**src/rtl/data_mem_arbiter_pkg.sv**
```systemverilog
// Shared definitions for the data memory arbiter.
// Holds the default widths, the starvation limit and the FSM state encoding
// so the datapath and the arbiter agree on them.
package data_mem_arbiter_pkg;

  localparam int DEF_ADDR_W       = 8;
  localparam int DEF_DATA_W       = 8;
  localparam int DEF_LEN_W        = 4;
  localparam int DEF_STARVE_LIMIT = 4;

  // IDLE : CPU owns memory, EXT request may be accepted
  // GRANT: request latched, CPU still owns memory
  // BURST: EXT beats, CPU stalled if it wants memory
  // DONE : completion pulse, CPU owns memory
  typedef enum logic [1:0] {
    IDLE  = 2'd0,
    GRANT = 2'd1,
    BURST = 2'd2,
    DONE  = 2'd3
  } arb_state_t;

endpackage

```
**src/rtl/data_mem_arbiter_if.sv**
```systemverilog
// Bus bundle around the data memory arbiter.
//   cpu_* : MEM-stage load/store strobes, address, data, load data, stall
//   ext_* : loader/debug burst request, grant, beat, read data, done
//   mem_* : single-port data memory (combinational read, write on posedge)
// Modports:
//   slave  - the arbiter's view
//   master - the view of the surrounding CPU, EXT port and memory
interface data_mem_arbiter_if
  import data_mem_arbiter_pkg::*;
#(
  parameter int ADDR_W = DEF_ADDR_W,
  parameter int DATA_W = DEF_DATA_W,
  parameter int LEN_W  = DEF_LEN_W
);

  logic              cpu_mem_read;
  logic              cpu_mem_write;
  logic [ADDR_W-1:0] cpu_addr;
  logic [DATA_W-1:0] cpu_wdata;
  logic [DATA_W-1:0] cpu_rdata;
  logic              cpu_stall;

  logic              ext_req;
  logic              ext_we;
  logic [ADDR_W-1:0] ext_addr;
  logic [LEN_W-1:0]  ext_len;
  logic [DATA_W-1:0] ext_wdata;
  logic              ext_gnt;
  logic              ext_beat;
  logic [DATA_W-1:0] ext_rdata;
  logic              ext_rvalid;
  logic              ext_done;

  logic [ADDR_W-1:0] mem_addr;
  logic [DATA_W-1:0] mem_wdata;
  logic              mem_read;
  logic              mem_write;
  logic [DATA_W-1:0] mem_rdata;

  modport slave (
    input  cpu_mem_read, cpu_mem_write, cpu_addr, cpu_wdata,
    output cpu_rdata, cpu_stall,
    input  ext_req, ext_we, ext_addr, ext_len, ext_wdata,
    output ext_gnt, ext_beat, ext_rdata, ext_rvalid, ext_done,
    output mem_addr, mem_wdata, mem_read, mem_write,
    input  mem_rdata
  );

  modport master (
    output cpu_mem_read, cpu_mem_write, cpu_addr, cpu_wdata,
    input  cpu_rdata, cpu_stall,
    output ext_req, ext_we, ext_addr, ext_len, ext_wdata,
    input  ext_gnt, ext_beat, ext_rdata, ext_rvalid, ext_done,
    input  mem_addr, mem_wdata, mem_read, mem_write,
    output mem_rdata
  );

endinterface

```
**src/rtl/data_mem_arbiter_wait_counter.sv**
```systemverilog
// arb_wait_counter: counts IDLE cycles in which a pending EXT request lost
// the memory to the CPU. Saturates at LIMIT; at_limit forces the next grant.
// Ports:
//   clk      in  clock
//   rst      in  synchronous reset, active-low
//   inc      in  EXT lost this cycle to the CPU
//   clr      in  request has been granted, start over
//   at_limit out count has reached LIMIT
module arb_wait_counter
  import data_mem_arbiter_pkg::*;
#(
  parameter int LIMIT = DEF_STARVE_LIMIT
) (
  input  logic clk,
  input  logic rst,
  input  logic inc,
  input  logic clr,
  output logic at_limit
);

  localparam int W = (LIMIT < 1) ? 1 : $clog2(LIMIT + 1);

  logic [W-1:0] count;

  // Clear wins over increment; once at the limit the count simply holds.
  always_ff @(posedge clk) begin
    if (!rst) begin
      count <= '0;
    end else if (clr) begin
      count <= '0;
    end else if (inc && !at_limit) begin
      count <= count + 1'b1;
    end
  end

  assign at_limit = (count == W'(LIMIT));

endmodule

```
**src/rtl/data_mem_arbiter.sv**
```systemverilog
// data_mem_arbiter: shares the single-port data memory between the pipeline
// MEM stage (CPU, priority) and an external burst loader/debug port (EXT).
// Ports:
//   clk  in  clock, all state updates on posedge
//   rst  in  synchronous reset, active-low
//   bus  data_mem_arbiter_if.slave: cpu_*, ext_* and mem_* signal groups
// A request accepted in IDLE at cycle t gives ext_gnt at t+1, beats at
// t+2..t+2+len and ext_done at t+3+len. The CPU is stalled only when it
// wants memory during a beat.
module data_mem_arbiter
  import data_mem_arbiter_pkg::*;
#(
  parameter int ADDR_W       = DEF_ADDR_W,
  parameter int DATA_W       = DEF_DATA_W,
  parameter int LEN_W        = DEF_LEN_W,
  parameter int STARVE_LIMIT = DEF_STARVE_LIMIT
) (
  input logic clk,
  input logic rst,
  data_mem_arbiter_if.slave bus
);

  arb_state_t        state;
  logic              we_q;
  logic [ADDR_W-1:0] addr_q;
  logic [LEN_W-1:0]  beat_cnt;
  logic [DATA_W-1:0] rdata_q;
  logic              gnt_q;
  logic              rvalid_q;
  logic              done_q;

  logic cpu_acc;
  logic starved;
  logic wait_inc;
  logic wait_clr;

  assign cpu_acc  = bus.cpu_mem_read | bus.cpu_mem_write;
  assign wait_inc = (state == IDLE) & bus.ext_req & cpu_acc;
  assign wait_clr = (state == GRANT);

  arb_wait_counter #(.LIMIT(STARVE_LIMIT)) u_wait (
    .clk      (clk),
    .rst      (rst),
    .inc      (wait_inc),
    .clr      (wait_clr),
    .at_limit (starved)
  );

  // Arbitration FSM plus burst bookkeeping. The pulse outputs are registered:
  // gnt is set on entry to GRANT, done on entry to DONE, rvalid one cycle
  // after each read beat. ext_* request fields are only looked at in GRANT,
  // so later changes (other than write data) cannot disturb a burst.
  always_ff @(posedge clk) begin
    if (!rst) begin
      state    <= IDLE;
      we_q     <= 1'b0;
      addr_q   <= '0;
      beat_cnt <= '0;
      rdata_q  <= '0;
      gnt_q    <= 1'b0;
      rvalid_q <= 1'b0;
      done_q   <= 1'b0;
    end else begin
      gnt_q    <= 1'b0;
      rvalid_q <= 1'b0;
      done_q   <= 1'b0;
      case (state)
        IDLE: begin
          if (bus.ext_req && (!cpu_acc || starved)) begin
            state <= GRANT;
            gnt_q <= 1'b1;
          end
        end
        GRANT: begin
          we_q     <= bus.ext_we;
          addr_q   <= bus.ext_addr;
          beat_cnt <= bus.ext_len;
          state    <= BURST;
        end
        BURST: begin
          addr_q   <= addr_q + 1'b1;
          beat_cnt <= beat_cnt - 1'b1;
          if (!we_q) begin
            rdata_q  <= bus.mem_rdata;
            rvalid_q <= 1'b1;
          end
          if (beat_cnt == '0) begin
            state  <= DONE;
            done_q <= 1'b1;
          end
        end
        DONE: begin
          state <= IDLE;
        end
        default: state <= IDLE;
      endcase
    end
  end

  // Memory port mux: the CPU owns the memory except during BURST, where its
  // strobes are blocked and it is told to stall instead.
  always_comb begin
    bus.mem_addr  = bus.cpu_addr;
    bus.mem_wdata = bus.cpu_wdata;
    bus.mem_read  = bus.cpu_mem_read;
    bus.mem_write = bus.cpu_mem_write;
    bus.cpu_stall = 1'b0;
    bus.ext_beat  = 1'b0;
    if (state == BURST) begin
      bus.mem_addr  = addr_q;
      bus.mem_wdata = bus.ext_wdata;
      bus.mem_read  = !we_q;
      bus.mem_write = we_q;
      bus.cpu_stall = cpu_acc;
      bus.ext_beat  = 1'b1;
    end
  end

  assign bus.cpu_rdata  = bus.mem_rdata;
  assign bus.ext_gnt    = gnt_q;
  assign bus.ext_rdata  = rdata_q;
  assign bus.ext_rvalid = rvalid_q;
  assign bus.ext_done   = done_q;

endmodule
```
**src/flat_wrapper.sv**
```systemverilog
// flat-port wrapper written by rule: the top's interface ports become plain ports
module data_mem_arbiter_flat import data_mem_arbiter_pkg::*;
#(
  parameter int ADDR_W       = DEF_ADDR_W,
  parameter int DATA_W       = DEF_DATA_W,
  parameter int LEN_W        = DEF_LEN_W,
  parameter int STARVE_LIMIT = DEF_STARVE_LIMIT
)
  (clk, rst, bus_cpu_mem_read, bus_cpu_mem_write, bus_cpu_addr, bus_cpu_wdata, bus_cpu_rdata, bus_cpu_stall, bus_ext_req, bus_ext_we, bus_ext_addr, bus_ext_len, bus_ext_wdata, bus_ext_gnt, bus_ext_beat, bus_ext_rdata, bus_ext_rvalid, bus_ext_done, bus_mem_addr, bus_mem_wdata, bus_mem_read, bus_mem_write, bus_mem_rdata);
  data_mem_arbiter_if #(.ADDR_W(ADDR_W), .DATA_W(DATA_W), .LEN_W(LEN_W)) bus_i ();
  input logic clk;
  input logic rst;
  input wire logic [$bits(bus_i.cpu_mem_read)-1:0] bus_cpu_mem_read;
  input wire logic [$bits(bus_i.cpu_mem_write)-1:0] bus_cpu_mem_write;
  input wire logic [$bits(bus_i.cpu_addr)-1:0] bus_cpu_addr;
  input wire logic [$bits(bus_i.cpu_wdata)-1:0] bus_cpu_wdata;
  output wire logic [$bits(bus_i.cpu_rdata)-1:0] bus_cpu_rdata;
  output wire logic [$bits(bus_i.cpu_stall)-1:0] bus_cpu_stall;
  input wire logic [$bits(bus_i.ext_req)-1:0] bus_ext_req;
  input wire logic [$bits(bus_i.ext_we)-1:0] bus_ext_we;
  input wire logic [$bits(bus_i.ext_addr)-1:0] bus_ext_addr;
  input wire logic [$bits(bus_i.ext_len)-1:0] bus_ext_len;
  input wire logic [$bits(bus_i.ext_wdata)-1:0] bus_ext_wdata;
  output wire logic [$bits(bus_i.ext_gnt)-1:0] bus_ext_gnt;
  output wire logic [$bits(bus_i.ext_beat)-1:0] bus_ext_beat;
  output wire logic [$bits(bus_i.ext_rdata)-1:0] bus_ext_rdata;
  output wire logic [$bits(bus_i.ext_rvalid)-1:0] bus_ext_rvalid;
  output wire logic [$bits(bus_i.ext_done)-1:0] bus_ext_done;
  output wire logic [$bits(bus_i.mem_addr)-1:0] bus_mem_addr;
  output wire logic [$bits(bus_i.mem_wdata)-1:0] bus_mem_wdata;
  output wire logic [$bits(bus_i.mem_read)-1:0] bus_mem_read;
  output wire logic [$bits(bus_i.mem_write)-1:0] bus_mem_write;
  input wire logic [$bits(bus_i.mem_rdata)-1:0] bus_mem_rdata;
  assign bus_i.cpu_mem_read = bus_cpu_mem_read;
  assign bus_i.cpu_mem_write = bus_cpu_mem_write;
  assign bus_i.cpu_addr = bus_cpu_addr;
  assign bus_i.cpu_wdata = bus_cpu_wdata;
  assign bus_cpu_rdata = bus_i.cpu_rdata;
  assign bus_cpu_stall = bus_i.cpu_stall;
  assign bus_i.ext_req = bus_ext_req;
  assign bus_i.ext_we = bus_ext_we;
  assign bus_i.ext_addr = bus_ext_addr;
  assign bus_i.ext_len = bus_ext_len;
  assign bus_i.ext_wdata = bus_ext_wdata;
  assign bus_ext_gnt = bus_i.ext_gnt;
  assign bus_ext_beat = bus_i.ext_beat;
  assign bus_ext_rdata = bus_i.ext_rdata;
  assign bus_ext_rvalid = bus_i.ext_rvalid;
  assign bus_ext_done = bus_i.ext_done;
  assign bus_mem_addr = bus_i.mem_addr;
  assign bus_mem_wdata = bus_i.mem_wdata;
  assign bus_mem_read = bus_i.mem_read;
  assign bus_mem_write = bus_i.mem_write;
  assign bus_i.mem_rdata = bus_mem_rdata;
  data_mem_arbiter #(.ADDR_W(ADDR_W), .DATA_W(DATA_W), .LEN_W(LEN_W), .STARVE_LIMIT(STARVE_LIMIT)) u_core (.clk(clk), .rst(rst), .bus(bus_i));
endmodule
```
**config.mk**
```make
export PLATFORM = sky130hd
export DESIGN_NAME = data_mem_arbiter_flat
export DESIGN_NICKNAME = d
export VERILOG_FILES = /design/src/rtl/data_mem_arbiter_pkg.sv /design/src/rtl/data_mem_arbiter_if.sv /design/src/rtl/data_mem_arbiter_wait_counter.sv /design/src/rtl/data_mem_arbiter.sv /design/src/flat_wrapper.sv
export SDC_FILE = /design/constraint.sdc
export NUM_CORES = 1
export LEC_CHECK = 0
export ABC_AREA = 1
export BUFFER_PORTS_ARGS = -buffer_cell sky130_fd_sc_hd__clkbuf_2
export CORE_MARGIN = 1
export CORE_UTILIZATION = 41
export CTS_BUF_LIST = sky130_fd_sc_hd__clkbuf_4 sky130_fd_sc_hd__clkbuf_8 sky130_fd_sc_hd__clkbuf_16
export CTS_CLUSTER_SIZE = 20
export DETAILED_ROUTE_END_ITERATION = 16
export GPL_TIMING_DRIVEN = 0
export PLACE_DENSITY = 0.78
export REMOVE_ABC_BUFFERS = 1
export SLEW_MARGIN = 20
export SYNTH_ARGS = -nofsm -noshare
export SYNTH_HDL_FRONTEND = slang
export SYNTH_SLANG_ARGS = --single-unit
export TNS_END_PERCENT = 100
```
**constraint.sdc**
```tcl
create_clock -name clk -period 1.29 [get_ports clk]
set_input_delay 0.258 -clock clk [delete_from_list [all_inputs] [get_ports clk]]
set_output_delay 0.258 -clock clk [all_outputs]
set_load 0.01 [all_outputs]
```
==> results.cfg, run 1 <==
[placement]
dp.cells = 385
dpl.hpwl_um = 2920
gp_congestion = 0.828
place_ws_ns = -1.62
port_buffers = 88

[timing]
hold_violations = 0
rsz0062_at_grt = true
clock_skew_ns = 0.00534
finalSetupViolCount = 35
min_period_ns = 1.72
max_slew_margin_pct = 68.9
drv_slew = 0
timing.fmax_ghz = 0.581
post-route-period-util_pct = 133
tightestPinTransition_ns = 0.467
worst_slack_ns = -0.432

[floorplan]
die_h_um = 66.4
rows = 23
core_area_mm2 = 0.00400
initial_core_util_pct = 42.5
die_area_mm2 = 0.00441
die_x_um = 66.4
ioPinCount = 89

[synthesis]
ys_ff_latch = 29
synthArstFlopShare_pct = 0
synth_common_cells = nand2_1, nor2_1, dfxtp_1
syn-mean-instance-area_um2 = 6.44
synth_area_mm2 = 0.00170
synth.distinct_cells = 22
yosysWarnings = 0
synth_flop_cell = dfxtp_1
synth_top_area_share_pct = 34.1
netlist_top_cells_area = dfxtp_1, nand2_1, nor2_1
synth_top_cell_by_area = dfxtp_1
synthCells = 264
synth_edf_count = 0
yosysMostFrequentCell = nand2_1
ys_seq_area_share_pct = 34.1

[global_routing]
grt_pass1_wl_um = 7710
grt_pass1_vias = 1795
grt_max_degree = 23
grt_use_total_pct = 23.5
overflow = 0
antenna_found_initial = 0

[status]
outcome = finished with violations
failed_checks = setup timing

[layout]
drive_above_1_share_pct = 49.5
antenna_cells = 0
stdcell_count = 422
area_growth_pct = 64.6
finalNetCount = 430

[drt]
dr.pass1.iters = 4
first_iter_violations = 84
viasPerCell = 4.95
vias = 2089
drc_errors = 0
wire_per_inst_um = 12.7
ant_nets = 0
routed_wl_um = 5350

[power_and_ir_drop]
switchingPower_w = 0.00247
p_int_w = 0.00330
pwr-share-comb_pct = 61.6
seqPwrFrac_pct = 24.9
p_sw_share_pct = 42.8
power.leakage_nw = 1.47
ir_worst_vdd_uv = 1210
power_density_mw_per_mm2 = 2060
clock_power_share_pct = 13.5

[run]
maxCapViolCount = 0

[worst_setup_path]
worstSetupPathType = flop to output port
path_max_fanout = 6
start_kind = flop
crit_arrival_ns = 1.46
cp-end-kind = output port
critPathRequiredTime_ns = 1.03
critPathLaunch = u_core.state[0]
reg2reg_from = u_core.state[0]

[clock_network]
clk_pin_slew_ns = 0.06
cts_tree = yes
htreeDepth = 2
worstSkewPairLatency_ns = 0.28
cts_root_buf = clkbuf_8
cts.hold.buffers_added = 0
clock-sinks = 29
cts_buffer_depth = 2
cts_made_buffers = 5

[hold_path]
min-delay-start = bus_ext_we
worstHoldPathType = primary input to flop
==> power by group through the flow <==
stage	Clock [W]	Sequential, W	Combinational (W)
2_1_floorplan	0	0.00140	0.00138
6_report	0.000777	0.00143	0.00355
3_5_place_dp	0	0.00139	0.00209
5_1_grt	0.000835	0.00146	0.00387
4_1_cts	0.000789	0.00140	0.00311
3_3_place_gp	0	0.00138	0.00205
==> cells in the final DEF (no fill, tap or decap), drive strengths merged <==
cell	Yosys	layout
nor3	3	3
o21a	3	3
inv	26	26
nand4	1	1
clkinv	0	1
clkbuf	1	78
o211ai	4	4
nor2	45	45
or2	2	2
ha	8	8
o21ai	21	21
dfxtp	29	29
a21oi	17	17
xor2	1	1
nand2	77	77
buf	16	46
nand3	10	10
==> final timing paths <==
path                            slack (ns)  cells past startpoint                to
worst max-delay path                 -0.43                      6      bus_mem_read
worst min-delay path                  0.19                      3       u_core.we_q
worst max register to register       -0.27                     10  u_core.addr_q[5]
worst min register to register        0.47                      2  u_core.addr_q[4]
==> layer usage <==
| layer | routed length [um] | vias to the layer above | part of all wire (%) | track usage, % |
|---|---|---|---|---|
| met5 | 0 | - | 0 | 0 |
| met4 | 104 | 0 | 1.9 | 9.04 |
| met3 | 448 | 13 | 8.4 | 6.90 |
| met2 | 2700 | 109 | 50 | 43.1 |
| met1 | 2100 | 926 | 39 | 25.0 |
| li1 | - | 1041 | - | - |
==> worst max-delay path: stages, from the launching register on <==
cell and delay (ns):
dfxtp_2 0.34, inv_2 0.05, ha_4 0.21, buf_4 0.15, buf_12 0.13, o21ai_1 0.14
buf_2 0.15
==> area by class of cell <==
cell class / instances / area (um2)
clock buffer: 7 / 90.1
fill: 312 / 1200
inverter: 26 / 115
multi-input combinational: 192 / 1140
sequential: 29 / 587
tap: 50 / 62.6
timing repair buffer: 117 / 787
timing repair inverter: 1 / 16.3
==> logic make-up (layout without fill, tap and decap cells) <==
logic type | after synthesis | in the layout | share of synthesized area, %
and+or+nand+nor | 138 | 138 | 32.5
AOI/OAI and AO/OA | 45 | 45 | 14.3
buffers and inverters | 43 | 151 | 12.7
xor gates and xnor gates | 1 | 1 | 0.515
adders and majority gates | 8 | 8 | 5.89
DFF | 29 | 29 | 34.1
==> flip-flops by register name, summed over array words and instances (netlist names) <==
signal,count
u_core.bus.ext_rdata,8
u_core.addr_q,8
u_core.bus.ext_rvalid,1
u_core.we_q,1
u_core.state,2
u_core.bus.ext_done,1
u_core.bus.ext_gnt,1
u_core.beat_cnt,4
u_core.u_wait.count,3
==> timing repair <==
action                                  4_1_cts  5_1_grt
setup buffers                                17       12
gates cloned                                  3        0
pin swaps                                    29       11
endpoints found under the setup margin       47       45
gates resized for setup                      77       59
==> per-stage QoR <==
| step | instance area [um2] | hold WS [ns] | power, W | util [%] | TNS [ns] |
|---|---|---|---|---|---|
| floorplan | 1580 | 0.379 | 0.00278 | - | -26.86 |
| global placement | 2080 | 0.449 | 0.00343 | 52.1 | -52.14 |
| detailed placement | 2080 | 0.456 | 0.00348 | 52.1 | -52.57 |
| CTS | 2590 | 0.185 | 0.00530 | 64.7 | -8.53 |
| global route | 2800 | 0.197 | 0.00616 | 70.0 | -13.02 |
| finish | 2800 | 0.190 | 0.00577 | 70.0 | -10.59 |
Note: power is estimated with default switching activity, not from simulation.
==> inputs of run 2 (changes only) <==
--- a/config.mk
+++ b/config.mk
@@ -8,12 +8,12 @@
 export ABC_AREA = 1
 export BUFFER_PORTS_ARGS = -buffer_cell sky130_fd_sc_hd__clkbuf_2
 export CORE_MARGIN = 1
-export CORE_UTILIZATION = 41
+export CORE_UTILIZATION = 45
 export CTS_BUF_LIST = sky130_fd_sc_hd__clkbuf_4 sky130_fd_sc_hd__clkbuf_8 sky130_fd_sc_hd__clkbuf_16
 export CTS_CLUSTER_SIZE = 20
 export DETAILED_ROUTE_END_ITERATION = 16
 export GPL_TIMING_DRIVEN = 0
-export PLACE_DENSITY = 0.78
+export PLACE_DENSITY = 0.81
 export REMOVE_ABC_BUFFERS = 1
 export SLEW_MARGIN = 20
 export SYNTH_ARGS = -nofsm -noshare
==> constraint.sdc (replaced) <==
create_clock -name clk -period 1.9 [get_ports clk]
set_input_delay 0.38 -clock clk [delete_from_list [all_inputs] [get_ports clk]]
set_output_delay 0.38 -clock clk [all_outputs]
set_load 0.01 [all_outputs]
==> results.cfg, run 2 (synthesis gave the netlist of run 1 again) <==
[status]
outcome = complete, no violations

[timing]
whs_ns = 0.317
post-route-period-util_pct = 96.6
drv_slew = 0
rsz0062_at_grt = true
tightestPinTransition_ns = 0.411
finalSetupViolCount = 0
clock_skew_ns = 0.00281
min_period_ns = 1.83
hold_violations = 0
max_slew_margin_pct = 72.6
timing.fmax_ghz = 0.545

[placement]
placed_cell_area_mm2 = 0.00208
gp_congestion = 0.716
port_buffers = 88
dpl.hpwl_um = 2890

[layout]
ff_latch_area_um2 = 583
final_common_cell = clkbuf_2
area_growth_pct = 35.8
fillers = 328
layout_common_cells = clkbuf_2, nand2_1, nor2_1
final_cell_area_mm2 = 0.00231
drive_above_1_share_pct = 32.7
fin_util_pct = 66.6
antenna_cells = 0
multi_input_area_um2 = 918
finalNetCount = 409

[clock_network]
htreeDepth = 2
cts_buffer_depth = 2
clock-sinks = 29
clk_pin_slew_ns = 0.06
worstSkewPairLatency_ns = 0.28
cts_root_buf = clkbuf_8
cts_made_buffers = 5
cts_tree = yes

[floorplan]
core_area_mm2 = 0.00347
die_area_mm2 = 0.00403
ioPinCount = 89
rows = 21
die_h_um = 63.5
initial_core_util_pct = 49.0
die_x_um = 63.5

[global_routing]
grt_max_degree = 37
grt_pass1_vias = 1705
grt_use_total_pct = 21.7
antenna_found_initial = 0
overflow = 0
grt_pass1_wl_um = 6900

[drt]
wire_per_inst_um = 10.9
vias = 1931
drc_errors = 0
first_iter_violations = 150
viasPerCell = 4.85
ant_nets = 0
dr.pass1.iters = 4
routed_wl_um = 4350

[worst_setup_path]
cp_num_buf_inv = 3
cp-end-kind = output port
crit_arrival_ns = 1.45
start_kind = flop
worstSetupPathType = flop to output port
critPathRequiredTime_ns = 1.52
path_max_fanout = 18
path_cells = inv_2, ha_4, inv_12, or2_1, o21a_1, clkbuf_2
critPathMaxStageDelay_ns = 0.33
ff2ff_setup_slack_ns = 0.24
path_delay_family = flip-flops
slowest_stage = dfxtp_2

[power_and_ir_drop]
power_w = 0.00310
ir_worst_vdd_uv = 857
power_density_mw_per_mm2 = 1340
power.leakage_nw = 1.27

[run]
maxCapViolCount = 0

[hold_path]
worstHoldPathType = primary input to flop
==> run 2: changes by cell type in the layout (fill, tap and decap cells not counted), sizes merged <==
cell | before | now
clkinv | 1 | 2
buf | 46 | 9
inv | 26 | 27
clkbuf | 78 | 93
==> run 2: path summary, 6_finish.rpt <==
check / from / to / cells past startpoint
max: u_core.state[0] / bus_mem_addr[4] / 6
min: bus_ext_we / u_core.we_q / 3
max reg2reg: u_core.state[0] / u_core.addr_q[6] / 8
min reg2reg: u_core.addr_q[4] / u_core.addr_q[4] / 2
==> run 2: power by group <==
group / total (W) / switching (W) / internal [W]
clock: 0.000504 / 0.000236 / 0.000267
combinational: 0.00165 / 0.000966 / 0.000683
sequential: 0.000945 / 0.000135 / 0.000810
==> run 2: final cells by class <==
cell class | instances | share of cell area [%]
repair buffers | 96 | 23.5
multi-input cells | 192 | 39.8
well taps | 46 | 2.49
inverters | 26 | 4.88
repair inverters | 1 | 0.379
clock inverters | 2 | 0.433
flip-flops and latches | 29 | 25.2
clock buffers | 6 | 3.30
==> run 2: stage by stage <==
stage	worst slack, ns	setup TNS [ns]	std cells
floorplan	-0.408	-4.83	247
global placement	-1.05	-23.54	381
detailed placement	-1.06	-24.81	381
CTS	0.00169	0	392
global route	-0.0238	-0.0751	398
finish	0.0653	0	398
==> run 2: what timing repair did <==
action                                  4_1_cts  5_1_grt
endpoints found under the setup margin       40       13
hold buffers                                  0        0
pin swaps                                     2        1
endpoints found under the hold margin         0        0
gates cloned                                  0        2
resized for setup                            12        7
setup buffers                                 3        4
==> run 2: worst min-delay path, cell delays in order <==
cell,delay [ns]
clkbuf_2,0.08
inv_1,0.04
a21oi_1,0.05
==> run 2: routing by layer <==
metal,track usage (%),share of wire [%],vias up,wire length (um)
li1,-,-,999,-
met3,6.16,9.5,7,414
met5,0,0,-,0
met1,23.9,43,828,1880
met4,7.10,1.1,0,46
met2,39.5,46,97,2010
==> inputs of run 3 (changes only) <==
==> constraint.sdc (replaced) <==
create_clock -name clk -period 1.7 [get_ports clk]
set_input_delay 0.34 -clock clk [delete_from_list [all_inputs] [get_ports clk]]
set_output_delay 0.34 -clock clk [all_outputs]
set_load 0.01 [all_outputs]
==> results.cfg, run 3 (synthesis gave the netlist of run 1 again) <==
[status]
outcome = finished with violations
failed_checks = setup timing

[clock_network]
clk_pin_slew_ns = 0.07
clock-sinks = 29
worstSkewPairLatency_ns = 0.28
cts_tree = yes
cts_made_buffers = 5
cts_buffer_depth = 2
htreeDepth = 2
cts_root_buf = clkbuf_8

[floorplan]
die_h_um = 63.5
die_area_mm2 = 0.00403
rows = 21
initial_core_util_pct = 49.0
core_area_mm2 = 0.00347
die_x_um = 63.5
ioPinCount = 89

[drt]
first_iter_violations = 108
routed_wl_um = 4800
ant_nets = 0
viasPerCell = 4.92
dr.pass1.iters = 4
drc_errors = 0
vias = 2011
wire_per_inst_um = 11.7

[placement]
dpl.hpwl_um = 2890
port_buffers = 88
dp.cells = 381
place_ws_ns = -1.22
placed_cell_area_mm2 = 0.00208
gp_congestion = 0.716

[timing]
finalSetupViolCount = 11
post-route-period-util_pct = 103
drv_slew = 0
rsz0062_at_grt = true
timing.fmax_ghz = 0.568
clock_skew_ns = 0.00615
min_period_ns = 1.76
hold_violations = 0
max_slew_margin_pct = 71.8
tightestPinTransition_ns = 0.422
timing.setup.tns_ns = -0.277
worst_slack_ns = -0.0594

[global_routing]
gr-max-usage-layer = met2
globalRouteMet3Util_pct = 4.89
grt_pass1_wl_um = 7800
overflow = 0
grt_util_met1_pct = 25.9
grt_max_degree = 23
antenna_found_initial = 0
grt_pass1_vias = 1878
grt_use_total_pct = 24.5
use_met2_pct = 47.1

[worst_setup_path]
path_cells = inv_4, ha_4, inv_12, or2_1, o21a_1, buf_2
path_delay_family = flip-flops
critPathMaxStageDelay_ns = 0.34
crit_arrival_ns = 1.42
worstSetupPathType = flop to output port
ff2ff_setup_slack_ns = 0.15
slowest_stage = dfxtp_2
cp_num_buf_inv = 3
start_kind = flop
critPathRequiredTime_ns = 1.36
path_max_fanout = 7
cp-end-kind = output port

[power_and_ir_drop]
ir_worst_vdd_uv = 892
power_density_mw_per_mm2 = 1520
power.leakage_nw = 1.37
power_w = 0.00381

[layout]
layout_common_cells = clkbuf_2, nand2_1, nor2_1
drive_above_1_share_pct = 40.2
antenna_cells = 0
final_cell_area_mm2 = 0.00251
finalNetCount = 420
final_common_cell = clkbuf_2
stdcell_count = 409
area_growth_pct = 47.7

[run]
maxCapViolCount = 0

[hold_path]
worstHoldPathType = primary input to flop
-- run 3: routing by layer --
metal	routed length [um]	up-vias
li1	-	1020
met1	1930	876
met2	2370	105
met3	414	10
met4	79	0
met5	0	-
-- run 3: worst min-delay path, stage by stage --
cell,delay [ns]
clkbuf_2,0.08
inv_1,0.05
a21oi_1,0.05
-- run 3: worst paths after layout --
path / cells after the start / from / endpoint
min reg2reg: 2 / u_core.addr_q[4] / u_core.addr_q[4]
max reg2reg: 8 / u_core.state[0] / u_core.state[0]
max: 6 / u_core.state[0] / bus_mem_addr[0]
min: 3 / bus_ext_we / u_core.we_q
-- run 3: where the power goes --
part	internal, W	total (W)	switching (W)
sequential	0.000908	0.00107	0.000159
clock	0.000299	0.000568	0.000269
combinational	0.000972	0.00218	0.00121
-- run 3: what timing repair did --
item / in CTS / in global routing
gates resized for setup: 37 / 31
buffers inserted: 17 / 2
hold buffers: 0 / 0
pin swaps: 16 / 3
endpoints found under the setup margin: 44 / 28
cloned: 2 / 0
-- run 3: layout make-up --
| type | instances | area [um2] |
|---|---|---|
| timing repair buffer | 107 | 657 |
| sequential | 29 | 586 |
| inverter | 26 | 115 |
| multi-input combinational | 192 | 998 |
| tap | 46 | 57.6 |
| fill | 291 | 957 |
| timing repair inverter | 1 | 11.3 |
| clock buffer | 6 | 76.3 |
| clock inverter | 2 | 10.0 |
-- run 3: per-stage QoR --
step	util, %	hold WS (ns)
3_3_place_gp	60.0	0.446
6_report	72.4	0.285
2_1_floorplan	-	0.432
4_1_cts	71.0	0.271
5_1_grt	72.4	0.295
3_5_place_dp	60.0	0.454
